## src/rtl/cnn_pkg.sv

```systemverilog
// Shared CNN datapath constants, the window-feeder state type and a counter-width helper.
package cnn_pkg;

   localparam int unsigned CNN_DW    = 16;
   localparam int unsigned CNN_IMG_W = 28;
   localparam int unsigned CNN_IMG_H = 28;
   localparam int unsigned CNN_POOL  = 2;

   typedef enum logic [2:0] {
      ST_IDLE,
      ST_CLEAR,
      ST_READ,
      ST_WAIT,
      ST_DONE
   } feed_state_t;

   // Counter width for a modulo-n counter, never narrower than one bit.
   function automatic int unsigned cnt_w(input int unsigned n);
      return (n > 1) ? $clog2(n) : 1;
   endfunction

endpackage

```

## src/rtl/pool_addr_gen.sv

```systemverilog
// Window/pixel counters for the pooling feeder, plus the RAM read address and output window index.
module pool_addr_gen
   import cnn_pkg::*;
#(
   parameter int unsigned IMG_W   = CNN_IMG_W,
   parameter int unsigned IMG_H   = CNN_IMG_H,
   parameter int unsigned POOL    = CNN_POOL,
   parameter int unsigned ADDR_W  = 10,
   parameter int unsigned OADDR_W = 8
) (
   input  logic               clk,
   input  logic               rst,
   input  logic               clr,
   input  logic               pix_adv,
   input  logic               win_adv,
   output logic               last_pix,
   output logic               last_win,
   output logic [ADDR_W-1:0]  addr,
   output logic [OADDR_W-1:0] win_idx
);

   localparam int unsigned OW = IMG_W / POOL;
   localparam int unsigned OH = IMG_H / POOL;
   localparam int unsigned PW = cnt_w(POOL);
   localparam int unsigned CW = cnt_w(OW);
   localparam int unsigned RW = cnt_w(OH);

   logic [PW-1:0] dr;
   logic [PW-1:0] dc;
   logic [CW-1:0] wc;
   logic [RW-1:0] wr;
   logic          dc_last;
   logic          dr_last;
   logic          wc_last;
   logic          wr_last;
   logic [ADDR_W-1:0] row;

   assign dc_last  = (dc == PW'(POOL - 1));
   assign dr_last  = (dr == PW'(POOL - 1));
   assign wc_last  = (wc == CW'(OW - 1));
   assign wr_last  = (wr == RW'(OH - 1));
   assign last_pix = dc_last && dr_last;
   assign last_win = wc_last && wr_last;

   // dc wraps into dr inside a window; wc wraps into wr across windows.
   always_ff @(posedge clk) begin
      if (!rst || clr) begin
         dr <= '0;
         dc <= '0;
         wr <= '0;
         wc <= '0;
      end else begin
         if (pix_adv) begin
            dc <= dc_last ? '0 : dc + 1'b1;
            if (dc_last) dr <= dr_last ? '0 : dr + 1'b1;
         end
         if (win_adv) begin
            wc <= wc_last ? '0 : wc + 1'b1;
            if (wc_last) wr <= wr_last ? '0 : wr + 1'b1;
         end
      end
   end

   assign row     = ADDR_W'(wr) * ADDR_W'(POOL) + ADDR_W'(dr);
   assign addr    = row * ADDR_W'(IMG_W) + ADDR_W'(wc) * ADDR_W'(POOL) + ADDR_W'(dc);
   assign win_idx = OADDR_W'(wr) * OADDR_W'(OW) + OADDR_W'(wc);

endmodule

```

## src/rtl/pool_window_feeder.sv

```systemverilog
// Streams each POOLxPOOL window of a row-major feature map from RAM into the max-pooling unit
// and flags when the pooling register holds a finished window maximum.
module pool_window_feeder
   import cnn_pkg::*;
#(
   parameter int unsigned IMG_W   = CNN_IMG_W,
   parameter int unsigned IMG_H   = CNN_IMG_H,
   parameter int unsigned POOL    = CNN_POOL,
   parameter int unsigned DW      = CNN_DW,
   parameter int unsigned ADDR_W  = 10,
   parameter int unsigned OADDR_W = 8
) (
   input  logic               clk,
   input  logic               rst,
   input  logic               start,
   input  logic               hold,
   output logic               rd_en,
   output logic [ADDR_W-1:0]  rd_addr,
   input  logic [DW-1:0]      rd_data,
   output logic [DW-1:0]      pix,
   output logic               pix_valid,
   output logic               block_change,
   output logic               win_done,
   output logic [OADDR_W-1:0] win_addr,
   output logic               busy,
   output logic               done
);

   feed_state_t        state;
   feed_state_t        state_nx;
   logic               pix_adv;
   logic               win_adv;
   logic               last_pix;
   logic               last_win;
   logic               clr;
   logic [ADDR_W-1:0]  addr;
   logic [OADDR_W-1:0] win_idx;
   logic               block_change_nx;
   logic               win_done_nx;
   logic [OADDR_W-1:0] win_addr_nx;
   logic               busy_nx;
   logic               done_nx;

   pool_addr_gen #(
      .IMG_W   (IMG_W),
      .IMG_H   (IMG_H),
      .POOL    (POOL),
      .ADDR_W  (ADDR_W),
      .OADDR_W (OADDR_W)
   ) u_addr_gen (
      .clk      (clk),
      .rst      (rst),
      .clr      (clr),
      .pix_adv  (pix_adv),
      .win_adv  (win_adv),
      .last_pix (last_pix),
      .last_win (last_win),
      .addr     (addr),
      .win_idx  (win_idx)
   );

   // Reads react to hold in the same cycle, so the read strobe is decoded rather than registered.
   assign clr     = (state == ST_IDLE);
   assign rd_en   = (state == ST_CLEAR) || ((state == ST_READ) && !hold);
   assign rd_addr = rd_en ? addr : '0;
   assign pix     = pix_valid ? rd_data : '0;

   always_comb begin
      state_nx        = state;
      pix_adv         = 1'b0;
      win_adv         = 1'b0;
      win_done_nx     = 1'b0;
      win_addr_nx     = '0;
      block_change_nx = 1'b0;
      busy_nx         = 1'b0;
      done_nx         = 1'b0;
      case (state)
         ST_IDLE: begin
            if (start) state_nx = ST_CLEAR;
         end
         ST_CLEAR: begin
            pix_adv  = 1'b1;
            state_nx = last_pix ? ST_WAIT : ST_READ;
         end
         ST_READ: begin
            if (!hold) begin
               pix_adv = 1'b1;
               if (last_pix) state_nx = ST_WAIT;
            end
         end
         ST_WAIT: begin
            // Last pixel lands in the pooling register now; report this window next cycle.
            win_done_nx = 1'b1;
            win_addr_nx = win_idx;
            win_adv     = !last_win;
            state_nx    = last_win ? ST_DONE : ST_CLEAR;
         end
         ST_DONE: begin
            state_nx = ST_IDLE;
         end
         default: begin
            state_nx = ST_IDLE;
         end
      endcase
      block_change_nx = (state_nx == ST_CLEAR);
      busy_nx         = (state_nx != ST_IDLE);
      done_nx         = (state_nx == ST_DONE);
   end

   always_ff @(posedge clk) begin
      if (!rst) begin
         state        <= ST_IDLE;
         pix_valid    <= 1'b0;
         block_change <= 1'b0;
         win_done     <= 1'b0;
         win_addr     <= '0;
         busy         <= 1'b0;
         done         <= 1'b0;
      end else begin
         state        <= state_nx;
         pix_valid    <= rd_en;
         block_change <= block_change_nx;
         win_done     <= win_done_nx;
         win_addr     <= win_addr_nx;
         busy         <= busy_nx;
         done         <= done_nx;
      end
   end

endmodule

```

## config.mk

```make
export PLATFORM = sky130hd
export DESIGN_NAME = pool_window_feeder
export DESIGN_NICKNAME = d
export VERILOG_FILES = /design/src/rtl/cnn_pkg.sv /design/src/rtl/pool_addr_gen.sv /design/src/rtl/pool_window_feeder.sv
export SDC_FILE = /design/constraint.sdc
export NUM_CORES = 1
export LEC_CHECK = 0
export BUFFER_PORTS_ARGS = -buffer_cell sky130_fd_sc_hd__buf_2
export CORE_MARGIN = 1.5
export CORE_UTILIZATION = 47
export DETAILED_ROUTE_END_ITERATION = 16
export PLACE_DENSITY = 0.75
export REMOVE_ABC_BUFFERS = 1
export SLEW_MARGIN = 15
export SYNTH_ARGS = -nofsm -noshare
export SYNTH_HDL_FRONTEND = slang
export SYNTH_SLANG_ARGS = --single-unit
export TNS_END_PERCENT = 50
```

## constraint.sdc

```tcl
create_clock -name clk -period 3.5 [get_ports clk]
set_input_delay 0.175 -clock clk [delete_from_list [all_inputs] [get_ports clk]]
set_output_delay 0.175 -clock clk [all_outputs]
set_load 0.02 [all_outputs]
```

==> metrics.md <==
| Metric | Value |
|---|---|
| Biggest area consumer among synthesized cells | sky130_fd_sc_hd__dfxtp_1 |
| Count of max-cap constraint violations | 0 |
| Tightest Hold Check Type | primary input to flip-flop |
| Count of H-tree levels built during CTS | 1 |
| Initial antenna violation count | 0 |
| Clk Tree Root Cell | sky130_fd_sc_hd__clkbuf_8 |
| Clock Power Share | 39.7% |
| Number of buffer and inverter instances along the worst setup path | 1 |
| Share of total power in sequential cells | 49.6% |
| Die Area | 4219 um^2 |
| GP Congestion | 0.8140 |
| Highest Clock Rate | 0.3103 GHz |
| Startpoint types | flip-flop |
| Period Utilization, post-route | 92.09% |
| WL/cell | 11.00 um |
| Total Power Consumption | 0.6204 mW |
| Power per cell area | around 280 nW/um^2 |
| Number of setup buffers added after CTS | 0 |
| Detailed Place HPWL | 2863 um |
| Worst Path Arrival | slightly above 3 ns |
| Headroom to the max-slew limit | a little over half |
| Worst-margin pin slew | 0.7052 ns |
| Sequential element share of the synthesized area | 28.85% |
| Number of diodes | 0 |
| Most frequently used cell type in the post-synthesis netlist | sky130_fd_sc_hd__dfxtp_1 |
| Detailed Route Iter0 Violations | 47 |
| Ys async rst share | 0% |
| Clock latency on the worst-skew pair | 0.27 ns |
| Hold depth | 3 |
| Maximum number of pins on one net before global-route repair | 18 |
| Total global routing track utilization | 17.77% |
| Number of vias per cell | approximately 4.9 |
| Count of fill cells added during filler insertion | 346 |
| Antenna-violating nets left | 0 |
| Unrepaired setup endpoints after global routing | no |
| Global-route wire length before repair | 6044 um |
| Layout Skew | 0.005563 ns |
| Starting density of the core | 49.28% |
| CP max-delay cell | sky130_fd_sc_hd__dfxtp_1 |
| Combinational share of power | 10.7% |
| Status | finished, final reports clean |
| Final setup violation count | 0 |
| TritonCTS Buffers | 3 |
| CTS tree | yes |
| Switching power | roughly 0.14 mW |
| Mapped Avg Cell Area | 8.844 um^2 |
| Largest delay contributor family on the critical path | adder cells |
| Net total in the final layout | 309 |
| Post-synthesis cell type count | 39 |
| Cell leakage power | 1.102 nW |
| Port bufs | 59 |
| Total routed wirelength | 3409 um |
| Clock period minus final worst setup slack | 3.223 ns |
| Required time of the worst setup path | approximately 3.3 ns |
| Post-synthesis register bit count | 26 |
| Worst setup path category | flip-flop to output port |
| Worst flop-to-flop path startpoint | u_addr_gen.wr[0]$_SDFFE_PP0P_ |
| Worst Hold Path EP | busy$_SDFF_PN0_ |
| Number of remaining DRC errors | 0 |
| Worst path most repeated cell | sky130_fd_sc_hd__fa_1 |
| Worst hold start | start |
| Maximum count of clock buffers along a single path | 2 |
| Cts-stage hold buffer count | 0 |
| Number of flops mapped to enable cells by yosys | 0 |
| Count of vias placed by the detailed router | ~1500 |
| Clock slew at the register clock pins of the worst setup and hold paths | 0.09 ns |
| Maximum ir drop on the vdd rail | 0.1692 mV |
| Core Box Area | 3661 um^2 |
| Post-synthesis to final-layout area growth | 21.91% |
| Ys Warns | 0 |
| Cell row count | 22 |
| Remaining Overflow, GRT | 0 |
| Internal Pwr Total | 0.4822 mW |
| Number of detailed-route iterations in the first pass | 4 |
| Overall die width | approximately 65 um |
| Final number of max-transition violations | 0 |
| Most frequent cells after synthesis | sky130_fd_sc_hd__dfxtp_1, sky130_fd_sc_hd__and2_1, sky130_fd_sc_hd__nor2_1 |
| Mapped Area | 1804 um^2 |
| CP endpoint kind | output port |
| Total clock sinks | 26 |
| Fraction of layout cells with a size suffix above 1 | about a quarter |
| Setup TNS after final layout | 0 ns |
| Number of global-route vias before repair | 1438 |
| Final Hold Vio Count | 0 |
| Crit path cell chain | fa_1, ha_1, fa_1, xnor2_1, a211oi_1, o21ai_0, xor2_1, nor2_1, buf_2 |
| Y dimension of the die | 64.96 um |
| Cell types with the largest area share after synthesis | sky130_fd_sc_hd__dfxtp_1, sky130_fd_sc_hd__ha_1, sky130_fd_sc_hd__fa_1 |
| Flop2flop setup slack | 0.93 ns |
| Commonest register cell after synthesis | sky130_fd_sc_hd__dfxtp_1 |
| I/O pin count | 60 |
| Capturing point of the worst reg2reg path | win_addr[7]$_SDFF_PN0_ |
| Slowest stage delay, CP | 0.57 ns |
| CP max FO | 8 |
| Cell count after synthesis | 204 |
| Area fraction of the dominant cell type after synthesis | between 20 and 30% |
| Post-cts repair resize count | 0 |
| Worst reg2reg path depth | 8 |
| Switching fraction of total power | 22.28% |
[metrics by stage]
stage                     utilization, %  setup slack [ns]  cell area, um^2  hold slack [ns]  instances
after floorplan                        -            0.6102             1773           0.2945        199
after global placement             58.13            0.6593             2128           0.4043        306
after detailed placement           58.13            0.5721             2128           0.4078        306
after CTS                          60.08            0.2674             2200           0.1212        310
after global routing               60.08          0.002405             2200           0.1455        310
final                              60.08            0.2768             2200           0.1203        310
[worst max-delay path by stage]
stage / slack [ns] / start / to / cells past startpoint
2_1_floorplan: 0.61 / u_addr_gen.wr[1]$_SDFFE_PP0P_ / rd_addr[9] / 8
3_3_place_gp: 0.66 / u_addr_gen.wr[1]$_SDFFE_PP0P_ / rd_addr[8] / 9
3_5_place_dp: 0.57 / u_addr_gen.wr[1]$_SDFFE_PP0P_ / rd_addr[8] / 9
4_1_cts: 0.27 / u_addr_gen.wr[1]$_SDFFE_PP0P_ / rd_addr[8] / 9
5_1_grt: 0.002 / u_addr_gen.wr[1]$_SDFFE_PP0P_ / rd_addr[8] / 9
6_report: 0.28 / u_addr_gen.wr[1]$_SDFFE_PP0P_ / rd_addr[8] / 9
[cells by family (layout without fill, tap and decap cells)]
logic type | after synthesis | after routing | synth area share, %
DFF | 26 | 26 | 28.85
AOI/OAI and AO/OA | 34 | 34 | 12.76
buffers and inverters | 21 | 79 | 5.340
and+or+nand+nor | 82 | 82 | 24.41
xor gates and xnor gates | 15 | 15 | 7.282
adders and majority gates | 26 | 26 | 21.36
[final cells by class]
| type | instances | area [um^2] | area share [%] |
|---|---|---|---|
| well taps | 48 | 60.06 | 2.730 |
| inverters | 16 | 65.06 | 2.958 |
| repair buffers | 59 | 295.3 | 13.42 |
| clock inverters | 1 | 30.03 | 1.365 |
| clock buffers | 3 | 41.29 | 1.877 |
| multi-input cells | 157 | 1187 | 53.98 |
| flip-flops and latches | 26 | 520.5 | 23.66 |
[sequential cells by signal, indices dropped and copies added, names as in the netlist, 3 cells and up]
name           count
state              3
u_addr_gen.wc      4
u_addr_gen.wr      4
win_addr           8
[layout by cell type (no fill, tap or decap), drive strengths merged, types with 2 or more instances in the layout]
| master | synthesis | layout |
|---|---|---|
| o21ai | 3 | 3 |
| nand2b | 4 | 4 |
| clkbuf | 2 | 3 |
| xnor2 | 13 | 13 |
| nor2 | 19 | 19 |
| fa | 8 | 8 |
| inv | 16 | 16 |
| a21oi | 14 | 14 |
| dfxtp | 26 | 26 |
| a21o | 5 | 5 |
| xor2 | 2 | 2 |
| nor3 | 8 | 8 |
| nand3 | 7 | 7 |
| nand2 | 8 | 8 |
| nor2b | 3 | 3 |
| ha | 18 | 18 |
| a211oi | 3 | 3 |
| buf | 3 | 59 |
| and3 | 6 | 6 |
| and2 | 22 | 22 |
[power by group through the flow]
stage | combinational [mW] | sequential, mW | clock (mW)
3_5_place_dp | 0.0671 | 0.315 | 0
2_1_floorplan | 0.0377 | 0.317 | 0
3_3_place_gp | 0.0662 | 0.314 | 0
4_1_cts | 0.0672 | 0.308 | 0.252
5_1_grt | 0.0732 | 0.309 | 0.262
6_report | 0.0662 | 0.308 | 0.247
[worst reg2reg max path, cell delays in order (launching register included)]
cell,delay [ns]
sky130_fd_sc_hd__dfxtp_1,0.44
sky130_fd_sc_hd__fa_1,0.67
sky130_fd_sc_hd__ha_1,0.21
sky130_fd_sc_hd__inv_1,0.06
sky130_fd_sc_hd__fa_1,0.39
sky130_fd_sc_hd__xnor2_1,0.17
sky130_fd_sc_hd__nor3_1,0.29
sky130_fd_sc_hd__nand3_1,0.12
sky130_fd_sc_hd__a21oi_1,0.15
[metal layers]
metal | track usage (%) | up-vias | wire length, um
met2 | 32.22 | 45 | 1634
met5 | 0 | - | 0
li1 | - | 799 | -
met4 | 4.255 | 0 | 17
met3 | 2.951 | 2 | 187
met1 | 21.79 | 681 | 1569
No activity file was read; power rests on OpenSTA's default activity.
